## config.mk

```make
export PLATFORM = sky130hd
export DESIGN_NAME = spi_host_ctrl
export DESIGN_NICKNAME = d
export VERILOG_FILES = /design/src/rtl/spi_host_ctrl.sv
export SDC_FILE = /design/constraint.sdc
export NUM_CORES = 1
export LEC_CHECK = 0
export CAP_MARGIN = 20
export CELL_PAD_IN_SITES_DETAIL_PLACEMENT = 1
export CELL_PAD_IN_SITES_GLOBAL_PLACEMENT = 1
export CORE_UTILIZATION = 45
export DETAILED_ROUTE_END_ITERATION = 6
export PLACE_DENSITY_LB_ADDON = 0.1
export SETUP_SLACK_MARGIN = 0.3
export SYNTH_ARGS = -nofsm -noshare
export SYNTH_HDL_FRONTEND = slang
export SYNTH_SLANG_ARGS = --single-unit
```

## constraint.sdc

```tcl
create_clock -name clk -period 4.94 [get_ports clk]
set_clock_uncertainty 0.2 [all_clocks]
set_input_delay 0.988 -clock clk [delete_from_list [all_inputs] [get_ports clk]]
set_output_delay 0.988 -clock clk [all_outputs]
set_load 0.1 [all_outputs]
```

## src/rtl/spi_host_ctrl.sv

```systemverilog
// spi_host_ctrl: single-lane SPI host, one bit per clk, 11-bit command frames.
// Ports: clk, rst (async high), req_valid/req_ready/req_op/req_data request
//   port, rsp_valid/rsp_data read response strobe, busy, MOSI, SS_n, MISO.
// Optional: define SPI_HOST_TXN_CNT_EN to add the 16-bit txn_cnt output.
module spi_host_ctrl #(
  parameter int RD_WAIT  = 2,
  parameter int IDLE_GAP = 1
) (
  input  logic       clk,
  input  logic       rst,
  input  logic       req_valid,
  output logic       req_ready,
  input  logic [1:0] req_op,
  input  logic [7:0] req_data,
  output logic       rsp_valid,
  output logic [7:0] rsp_data,
  output logic       busy,
  output logic       MOSI,
  output logic       SS_n,
  input  logic       MISO
`ifdef SPI_HOST_TXN_CNT_EN
  ,
  output logic [15:0] txn_cnt
`endif
);

  typedef enum logic [2:0] {
    S_IDLE,
    S_LEAD,
    S_SHIFT,
    S_WAIT,
    S_RECV,
    S_DONE,
    S_GAP
  } state_t;

  localparam logic [3:0] SHIFT_LAST = 4'd10;
  localparam logic [3:0] WAIT_LAST  = 4'(RD_WAIT - 1);
  localparam logic [3:0] RECV_LAST  = 4'd7;
  localparam logic [3:0] GAP_LAST   = 4'(IDLE_GAP - 1);

  state_t      state;
  state_t      state_nxt;
  logic [3:0]  cnt;
  logic [3:0]  cnt_nxt;
  logic [10:0] frame;
  logic [10:0] frame_nxt;
  logic [6:0]  shreg;
  logic        accept;
  logic        is_rd;
  logic        ss_n_d;
  logic        mosi_d;
  logic        rsp_valid_d;
  logic [3:0]  bit_idx;

  assign req_ready = (state == S_IDLE);
  assign busy      = (state != S_IDLE);
  assign accept    = req_valid && req_ready;
  assign is_rd     = (frame[9:8] == 2'b11);

  // Read-data frames carry no payload, so the data field is forced low.
  always_comb begin
    frame_nxt = frame;
    if (accept) begin
      frame_nxt = {req_op[1], req_op,
                   (req_op == 2'b11) ? 8'h00 : req_data};
    end
  end

  always_comb begin
    state_nxt = state;
    unique case (state)
      S_IDLE:  if (accept) state_nxt = S_LEAD;
      S_LEAD:  state_nxt = S_SHIFT;
      S_SHIFT: begin
        if (cnt == SHIFT_LAST) state_nxt = is_rd ? S_WAIT : S_GAP;
      end
      S_WAIT:  if (cnt == WAIT_LAST) state_nxt = S_RECV;
      S_RECV:  if (cnt == RECV_LAST) state_nxt = S_DONE;
      S_DONE:  state_nxt = S_GAP;
      S_GAP:   if (cnt == GAP_LAST) state_nxt = S_IDLE;
      default: state_nxt = S_IDLE;
    endcase
    // Counter restarts at zero on every state entry.
    if (state_nxt != state || state_nxt == S_IDLE) begin
      cnt_nxt = 4'd0;
    end else begin
      cnt_nxt = cnt + 4'd1;
    end
  end

  // Pins are decoded from the next state and registered, so MOSI/SS_n
  // come straight off flops with no path from the request port.
  always_comb begin
    ss_n_d      = 1'b1;
    mosi_d      = 1'b0;
    rsp_valid_d = 1'b0;
    bit_idx     = SHIFT_LAST - cnt_nxt;
    unique case (state_nxt)
      S_LEAD: begin
        ss_n_d = 1'b0;
        mosi_d = frame_nxt[10];
      end
      S_SHIFT: begin
        ss_n_d = 1'b0;
        mosi_d = frame_nxt[bit_idx];
      end
      S_WAIT, S_RECV: ss_n_d = 1'b0;
      S_DONE: rsp_valid_d = 1'b1;
      default: ;
    endcase
  end

  always_ff @(posedge clk or posedge rst) begin
    if (rst) begin
      state     <= S_IDLE;
      cnt       <= 4'd0;
      frame     <= 11'd0;
      shreg     <= 7'd0;
      rsp_data  <= 8'h00;
      rsp_valid <= 1'b0;
      SS_n      <= 1'b1;
      MOSI      <= 1'b0;
    end else begin
      state     <= state_nxt;
      cnt       <= cnt_nxt;
      frame     <= frame_nxt;
      rsp_valid <= rsp_valid_d;
      SS_n      <= ss_n_d;
      MOSI      <= mosi_d;
      if (state == S_RECV) begin
        shreg <= {shreg[5:0], MISO};
      end
      // Last MISO bit goes straight into the response byte.
      if (state == S_RECV && state_nxt == S_DONE) begin
        rsp_data <= {shreg, MISO};
      end
    end
  end

`ifdef SPI_HOST_TXN_CNT_EN
  logic frame_end;

  assign frame_end = (state == S_SHIFT && state_nxt == S_GAP) ||
                     (state == S_DONE);

  always_ff @(posedge clk or posedge rst) begin
    if (rst) begin
      txn_cnt <= 16'h0000;
    end else if (frame_end) begin
      txn_cnt <= txn_cnt + 16'h0001;
    end
  end
`endif

endmodule

```

# After elaboration in Yosys (flattened, before gate mapping)

Index checks and enable logic that the tools add are counted.

Register bits: 36
Logic and storage cells: 51

$lt $le $gt $ge: 1
Equality and inequality tests: 17
$add $sub $neg: 2
Mux-type cells: 15
Reductions and logical operators: 8

Operators with widths:

| operator                                                                      | count |
|---|---|
| 3-bit one-hot mux with 7 select lines                                         | 1 |
| 3-bit two-way mux                                                             | 6 |
| 3-bit equality test (second input constant)                                   | 5 |
| 3-bit by 2-bit equality test with 1-bit output (second input constant)        | 4 |
| 11-bit two-way mux                                                            | 1 |
| 8-bit two-way mux                                                             | 1 |
| 3-bit by 1-bit equality test with 1-bit output (second input constant)        | 2 |
| 3-bit logical NOT                                                             | 2 |
| 4-bit by 5-bit less-than comparator with 1-bit output (second input constant) | 1 |
| 4-bit by 1-bit adder with 4-bit output (second input constant)                | 1 |
| 1-bit binary-select mux with 4-bit select                                     | 1 |
| 2-bit equality test (second input constant)                                   | 2 |
| 4-bit by 1-bit equality test with 1-bit output (second input constant)        | 1 |
| 4-bit by 3-bit equality test with 1-bit output (second input constant)        | 1 |
| 4-bit equality test (second input constant)                                   | 1 |
| 4-bit logical NOT                                                             | 1 |
| 4-bit two-way mux                                                             | 1 |
| 4-bit OR reduction                                                            | 1 |
| 4-bit subtractor (first input constant)                                       | 1 |
| 1-bit two-way mux                                                             | 3 |
| 3-bit inequality test                                                         | 1 |
| 3-bit nonzero test                                                            | 1 |
| 1-bit logical AND                                                             | 2 |
| 1-bit one-hot mux with 2 select lines                                         | 1 |
| 1-bit logical OR                                                              | 1 |

# Longest topological paths before layout

Gate-level depths: netlist (run 1).

Depth in word-level cells: 11
Depth in mapped cells: 14
Depth with buffers taken out: 12

# Worst setup path after synthesis (run 1)

No wires, ideal clock.

Kind: register -> output
From: reg state[0]
To: out req_ready
Cell stages (with the launch flop): 4
Path slack: 1.700 ns
Arrival: 2.052 ns
Cell sequence: dfrtp_1 buf_6 or3_1 inv_1

Cells in the longest elaborated chain, start to end: 1

Ends and longest elaborated chain:

| item                   | line | RTL |
|---|---|---|
| start, declared        | 42   | `state_t state;` |
| start signal, assigned | 125  | `state <= state_nxt;` |
| 3-bit logical NOT      | 56   | `assign req_ready = (state == S_IDLE);` |
| end, declared          | 12   | `output logic req_ready,` |

Every way passes these cells.

# Worst setup path in the final report (run 1)

From: in req_valid
To: reg MOSI

Cells in the longest elaborated chain, start to end: 10
Elaborated cells between the ends (all ways): 14
Those cells by class: add/sub: 1; eq/ne: 3; mux: 7; reduce/logical: 3

Ends and longest elaborated chain:

| item                                                              | line | RTL |
|---|---|---|
| start, declared                                                   | 11   | `input logic req_valid,` |
| 1-bit logical AND (*)                                             | 58   | `assign accept = req_valid && req_ready;` |
| 3-bit two-way mux (*)                                             | 73   | `S_IDLE: if (accept) state_nxt = S_LEAD;` |
| 3-bit one-hot mux with 7 select lines (*)                         | 72   | `unique case (state)` |
| 3-bit inequality test / 3-bit logical NOT (equally long branches) | 85   | `if (state_nxt != state \|\| state_nxt == S_IDLE) begin` |
| 1-bit logical OR (*)                                              | 85   |  |
| 4-bit two-way mux (*)                                             | 85   |  |
| 4-bit subtractor (*)                                              | 98   | `bit_idx = SHIFT_LAST - cnt_nxt;` |
| named net bit_idx[0]                                              | 54   | `logic [3:0] bit_idx;` |
| 1-bit binary-select mux with 4-bit select (*)                     | 106  | `mosi_d = frame_nxt[bit_idx];` |
| 1-bit two-way mux (implied by the code) (*)                       | 106  |  |
| 1-bit one-hot mux with 2 select lines (*)                         | 99   | `unique case (state_nxt)` |
| named net mosi_d                                                  | 52   | `logic mosi_d;` |
| end signal, assigned                                              | 130  | `MOSI <= mosi_d;` |
| end, declared                                                     | 18   | `output logic MOSI,` |

The timed path passes the listed nets; every way through them passes the cells marked *. The select of a mux whose other input is x is not followed.
A chain may end at the register's enable or synchronous reset.

==> results.json, run 1 <==
{
  "status": "finished clean",
  "syn-cell-area_mm2": 0.00177,
  "hold_buffers": 0,
  "drt-initial-drc-count": 53,
  "post_cts_resize_count": 0,
  "critPathMaxFanout": 20,
  "track_usage_pct": 22.3,
  "path_cells": "clkdlybuf4s50_1 > or4b_1 > or2b_1 > nor3_2 > ha_1 > inv_1 > o211ai_1 > a311oi_1 > a2bb2oi_1",
  "vdd_ir_drop_max_uv": 246,
  "clkLatencyLatePin_ns": 0.29,
  "dr_total_vias": 1292,
  "crit_path_start_kind": "input pin",
  "ant_nets": 0,
  "cts-root-buf": "clkbuf_8",
  "netSwitchingPower_mw": 0.584,
  "crit_slowest_cell": "or4b_1",
  "path_class": "in -> reg",
  "die_w_um": 64.7,
  "crit_required_ns": 4.96,
  "clock_power_share_pct": 15.9,
  "ios": 27,
  "firstDrtPassIters": 4,
  "gp_congestion": 0.802,
  "viasPerCell": 5.62,
  "cts_buffer_depth": 2,
  "cts_setup_buffers": 0,
  "diodes": 0,
  "dp_hpwl_um": 2820,
  "syn_nets": 172,
  "post_drt_wl_per_cell_um": 16.5,
  "htreeDepth": 2,
  "p_int_mw": 0.707,
  "synth_most_common_cell": "dfrtp_1",
  "synth_top_area_share_pct": 49.4,
  "ys_async_sr_fraction_pct": 100,
  "yosysUniqueCellTypes": 45,
  "synth_top_area_cell": "dfrtp_1",
  "cts_tree": "built",
  "start_util_pct": 47.7,
  "swShare_pct": 45.2,
  "drt_wl_total_um": 3800,
  "max_slew_margin_pct": 34.6,
  "finalCritPeriodShare_pct": 79.6,
  "nets": 200,
  "grt_max_degree": 37,
  "endpoint_kind": "flop",
  "report.final.slew_viol_count": 0,
  "total_power_mw": 1.29,
  "yosysSeqAreaShare_pct": 50.9,
  "leakage_nw": 0.971,
  "io_buffer_count": 26,
  "netlist_instances": 153,
  "maxCapViolCount": 0,
  "pwr-share-seq_pct": 34.7,
  "layout_min_cycle_time_ns": 3.93,
  "cpPeakStageDelay_ns": 0.73,
  "fp.dieH_um": 64.7,
  "worst_slew_pin_slew_ns": 0.978,
  "drive_gt1_share_pct": 19.8,
  "cts_buffers": 5,
  "grt_pass1_vias": 1428,
  "power.density_mw_per_mm2": 604,
  "antenna_found_initial": 0,
  "combPwrFrac_pct": 49.4,
  "fmax_mhz": 254,
  "grt_setup_unrepaired": "false",
  "syn_to_final_growth_pct": 20.7,
  "path_clk_slew_ns": 0.07,
  "hold_viol_final": 0,
  "critPathBufInv": 2,
  "ys_ff_latch": 36,
  "hold_path_class": "reg -> reg",
  "synth-warning-count": 0,
  "synth_edf_count": 0,
  "grt_pass1_wl_um": 6870,
  "setup_viol": 0,
  "cp.arrival_ns": 3.95,
  "cp_top_family": "simple AND/OR/NAND/NOR gates",
  "synth_ff_type": "dfrtp_1",
  "grt.overflow.total": 0,
  "cts.sinks": 36,
  "whs_ns": 0.302,
  "synth.avg_cell_area_um2": 11.6,
  "synth_area_leaders": "dfrtp_1 (49%), mux2_2 (11%), nand2_1 (4.9%)",
  "tns_ns": 0,
  "dieArea_mm2": 0.00419,
  "nFillCells": 411,
  "coreArea_mm2": 0.00372,
  "rows": 22,
  "synthTopCellsByCount": "dfrtp_1 (35), nand2_1 (23), mux2_2 (17)",
  "drc_errors": 0
}
-- path summary, 6_finish.rpt --
kind | start | to | slack, ns | cells past startpoint
max | req_valid | MOSI$_DFF_PP0_ | 1.01 | 9
min | frame[10]$_DFF_PP0_ | frame[10]$_DFF_PP0_ | 0.30 | 1
max reg2reg | cnt[0]$_DFF_PP0_ | MOSI$_DFF_PP0_ | 1.39 | 10
min reg2reg | frame[10]$_DFF_PP0_ | frame[10]$_DFF_PP0_ | 0.30 | 1
max in group asynchronous | rst | SS_n$_DFF_PP1_ | 3.28 | 3
min in group asynchronous | rst | rsp_data[1]$_DFFE_PP0P_ | 0.90 | 3
-- worst reg2reg max path: cells and delay by family, from the launching register on --
family / cells / cell delay [ns]
AOI/OAI and AO/OA: 3 / 0.62
adders and majority gates: 2 / 0.63
buffers and inverters: 1 / 0.13
DFF: 1 / 0.57
and+or+nand+nor: 4 / 1.33
-- sequential cells by signal, indices dropped and copies added (netlist names) --
name	cells
MOSI	1
SS_n	1
cnt	4
frame	11
rsp_data	8
rsp_valid	1
shreg	7
state	3
-- layout by cell type, fill, tap and decap left out, types with 2 or more instances in the layout --
cell	count
a21oi_1	3
xor2_1	2
ha_1	5
o21ai_0	9
mux2_2	17
o211ai_1	2
nand2_1	23
xnor2_1	2
clkinv_2	2
or3_1	2
dfrtp_1	35
nand2b_1	2
a311oi_1	2
inv_1	5
clkdlybuf4s50_1	26
or4_1	2
nor2_1	3
o311ai_0	2
clkbuf_8	5
nand3b_1	2
nor3_2	3
o2bb2ai_1	2
-- kinds of logic after synthesis --
logic type      after synthesis  share of synthesized area (%)
simple gates                 49                           15.7
flops                        36                           50.9
compound gates               29                           11.8
mux                          18                           12.1
buf+inv                      12                           4.02
fa+ha+maj                     5                           3.53
xor+xnor                      4                           1.98
-- stage by stage --
step | utilization [%] | std cells | cell area (um2) | setup WS [ns]
3_5_place_dp | 55.2 | 222 | 2050 | 0.709
2_1_floorplan | - | 153 | 1770 | 1.70
6_report | 57.5 | 230 | 2140 | 1.01
5_1_grt | 57.5 | 230 | 2140 | 0.749
3_3_place_gp | 55.2 | 222 | 2050 | 0.845
4_1_cts | 57.5 | 230 | 2140 | 1.00
-- metal layers --
layer | global-route usage [%] | share of wire [%] | vias up
met5 | 0 | 0 | -
met4 | 10.8 | 2.2 | 0
met3 | 5.28 | 2.6 | 5
met2 | 35.3 | 50 | 19
met1 | 28.4 | 46 | 655
li1 | - | - | 613
-- power groups by stage --
stage | sequential [mW] | clock (mW) | combinational [mW]
after floorplan | 0.468 | 0 | 0.496
after global placement | 0.445 | 0 | 0.612
after detailed placement | 0.454 | 0 | 0.640
after CTS | 0.448 | 0.212 | 0.645
after global routing | 0.462 | 0.223 | 0.709
final | 0.448 | 0.206 | 0.638
-- cell type report --
type                    instances  area, um2  share of cell area, %
clock buffers                   5       68.8                   3.22
clock inverters                 3       18.8                  0.878
inverters                       6       22.5                   1.05
multi-input cells             105        798                   37.3
flip-flops and latches         36        902                   42.2
well taps                      48       60.1                   2.81
repair buffers                 27        268                   12.5
Power figures use the tool's default switching activity.
==> inputs of run 2 (changes only) <==
- CORE_UTILIZATION: 45 -> 42
- clock period: 4.94 -> 4.1 ns (I/O delays scaled with it)
==> run 2 against run 1 <==
Register-to-register slack got worse by 0.60 ns; non-clock buffer count up 4; sequential share of layout area shrank 0.82 points; clock power increased by 24%; highest routed layer unchanged.
==> results.json, run 2 (synthesized netlist as in run 1, its figures left out) <==
{
  "path_class": "in -> reg",
  "gp_congestion": 0.867,
  "grt_max_degree": 26,
  "htreeDepth": 2,
  "fp.dieH_um": 67.0,
  "grt_pass1_wl_um": 6460,
  "crit_required_ns": 4.12,
  "critPathMaxFanout": 12,
  "drt-initial-drc-count": 43,
  "worst-r2r-cell-count": 11,
  "cts_buffers": 5,
  "final_common_cell": "dfrtp_1",
  "fin_ws_ns": 0.702,
  "firstDrtPassIters": 4,
  "cts_buffer_depth": 2,
  "setup_viol": 0,
  "cts_setup_buffers": 0,
  "post_drt_wl_per_cell_um": 16.2,
  "cts-root-buf": "clkbuf_8",
  "largest_reg_flops": 11,
  "max_slew_margin_pct": 34.1,
  "io_buffer_count": 26,
  "crit_path_start_kind": "input pin",
  "path_clk_slew_ns": 0.08,
  "nets": 204,
  "antenna_found_initial": 0,
  "hold_viol_final": 0,
  "vdd_ir_drop_max_uv": 327,
  "finalCritPeriodShare_pct": 82.9,
  "cpPeakStageDelay_ns": 0.47,
  "tns_ns": 0,
  "rrSetupSlack_ns": 0.79,
  "cts_tree": "built",
  "place_ws_ns": 0.399,
  "min_from": "frame[5]$_DFF_PP0_",
  "dr_total_vias": 1292,
  "coreArea_mm2": 0.00403,
  "largestRegisters": "frame: 11 flops, rsp_data: 8 flops, shreg: 7 flops",
  "ant_nets": 0,
  "die_w_um": 67.0,
  "nFillCells": 431,
  "rows": 23,
  "critPathBufInv": 2,
  "start_util_pct": 44.0,
  "p_int_mw": 0.868,
  "fmax_mhz": 294,
  "power.density_mw_per_mm2": 723,
  "drc_errors": 0,
  "r2r-start": "cnt[0]$_DFF_PP0_",
  "report.final.slew_viol_count": 0,
  "viasPerCell": 5.47,
  "grt_setup_unrepaired": "false",
  "diodes": 0,
  "hold_buffers": 0,
  "grt_pass1_vias": 1325,
  "path_cells": "clkdlybuf4s50_1 > or4b_1 > or2b_1 > nor3_2 > ha_1 > inv_1 > o211ai_1 > a311oi_1 > a2bb2oi_1",
  "clkLatencyLatePin_ns": 0.29,
  "endpoint_kind": "flop",
  "regMostFlops": "frame",
  "hold_depth": 2,
  "swShare_pct": 44.9,
  "ios": 27,
  "worstHoldEndpoint": "frame[5]$_DFF_PP0_",
  "layout_min_cycle_time_ns": 3.40,
  "drt_wl_total_um": 3810,
  "hold_path_class": "reg -> reg",
  "maxCapViolCount": 0,
  "dp_hpwl_um": 2930,
  "cp_top_family": "simple AND/OR/NAND/NOR gates",
  "pwr-share-seq_pct": 34.3,
  "cp.arrival_ns": 3.41,
  "worst_slew_pin_slew_ns": 0.985,
  "leakage_nw": 0.986,
  "crit_slowest_cell": "or4b_1",
  "netSwitchingPower_mw": 0.708,
  "cts.sinks": 36,
  "status": "finished clean",
  "reg2reg_to": "MOSI$_DFF_PP0_",
  "track_usage_pct": 20.0,
  "combPwrFrac_pct": 49.5,
  "post_cts_resize_count": 0,
  "clock_power_share_pct": 16.2,
  "layout_common_cells": "dfrtp_1 (35), clkdlybuf4s50_1 (25), nand2_1 (23)",
  "grt.overflow.total": 0,
  "syn_to_final_growth_pct": 23.1,
  "dieArea_mm2": 0.00448,
  "drive_gt1_share_pct": 22.0
}
[run 2: cell count changes in the layout (fill, tap and decap cells not counted), sizes merged]
cell | previous run | this run
buf | 1 | 6
clkinv | 3 | 1
clkinvlp | 0 | 2
clkdlybuf4s50 | 26 | 25
[run 2: worst max path at each step]
stage	depth (start not counted)	end	startpoint	slack, ns
finish	9	MOSI$_DFF_PP0_	req_valid	0.70
global placement	9	MOSI$_DFF_PP0_	req_valid	0.55
floorplan	8	MOSI$_DFF_PP0_	state[1]$_DFF_PP0_	0.96
detailed placement	9	MOSI$_DFF_PP0_	req_valid	0.40
global route	9	MOSI$_DFF_PP0_	req_valid	0.49
CTS	9	MOSI$_DFF_PP0_	req_valid	0.69
[run 2: worst min-delay path, cell delays in order, from the launching register on]
cell and delay, ns:
dfrtp_1 0.33, nand2_1 0.04, o21ai_0 0.09
[run 2: cell type report]
type | count | area [um2] | share of cell area [%]
Clock inverter | 3 | 23.8 | 1.09
Inverter | 6 | 22.5 | 1.03
Multi-Input combinational cell | 105 | 798 | 36.6
Sequential cell | 36 | 902 | 41.4
Tap cell | 50 | 62.6 | 2.87
Timing Repair Buffer | 31 | 303 | 13.9
Clock buffer | 5 | 68.8 | 3.16
[run 2: per-layer routing]
layer,global-route usage (%),share of wire (%),vias to the layer above
met3,4.62,3.3,5
met2,33.1,50,20
met4,6.38,1.3,0
met5,0,0,-
li1,-,-,618
met1,25.5,45,649
[run 2: power by group through the flow]
stage,sequential (mW),combinational [mW],clock (mW)
after floorplan,0.563,0.598,0
after global placement,0.536,0.754,0
after detailed placement,0.547,0.783,0
after CTS,0.539,0.787,0.261
after global routing,0.556,0.859,0.276
final,0.540,0.780,0.256
[run 2: per-stage QoR]
step	cells	hold WS [ns]	total power [mW]	util (%)	instance area, um2
2_1_floorplan	153	0.240	1.16	-	1770
3_3_place_gp	227	0.270	1.29	51.5	2070
3_5_place_dp	227	0.290	1.33	51.5	2070
4_1_cts	235	0.307	1.59	53.8	2170
5_1_grt	236	0.329	1.69	54.1	2180
6_report	236	0.297	1.58	54.1	2180
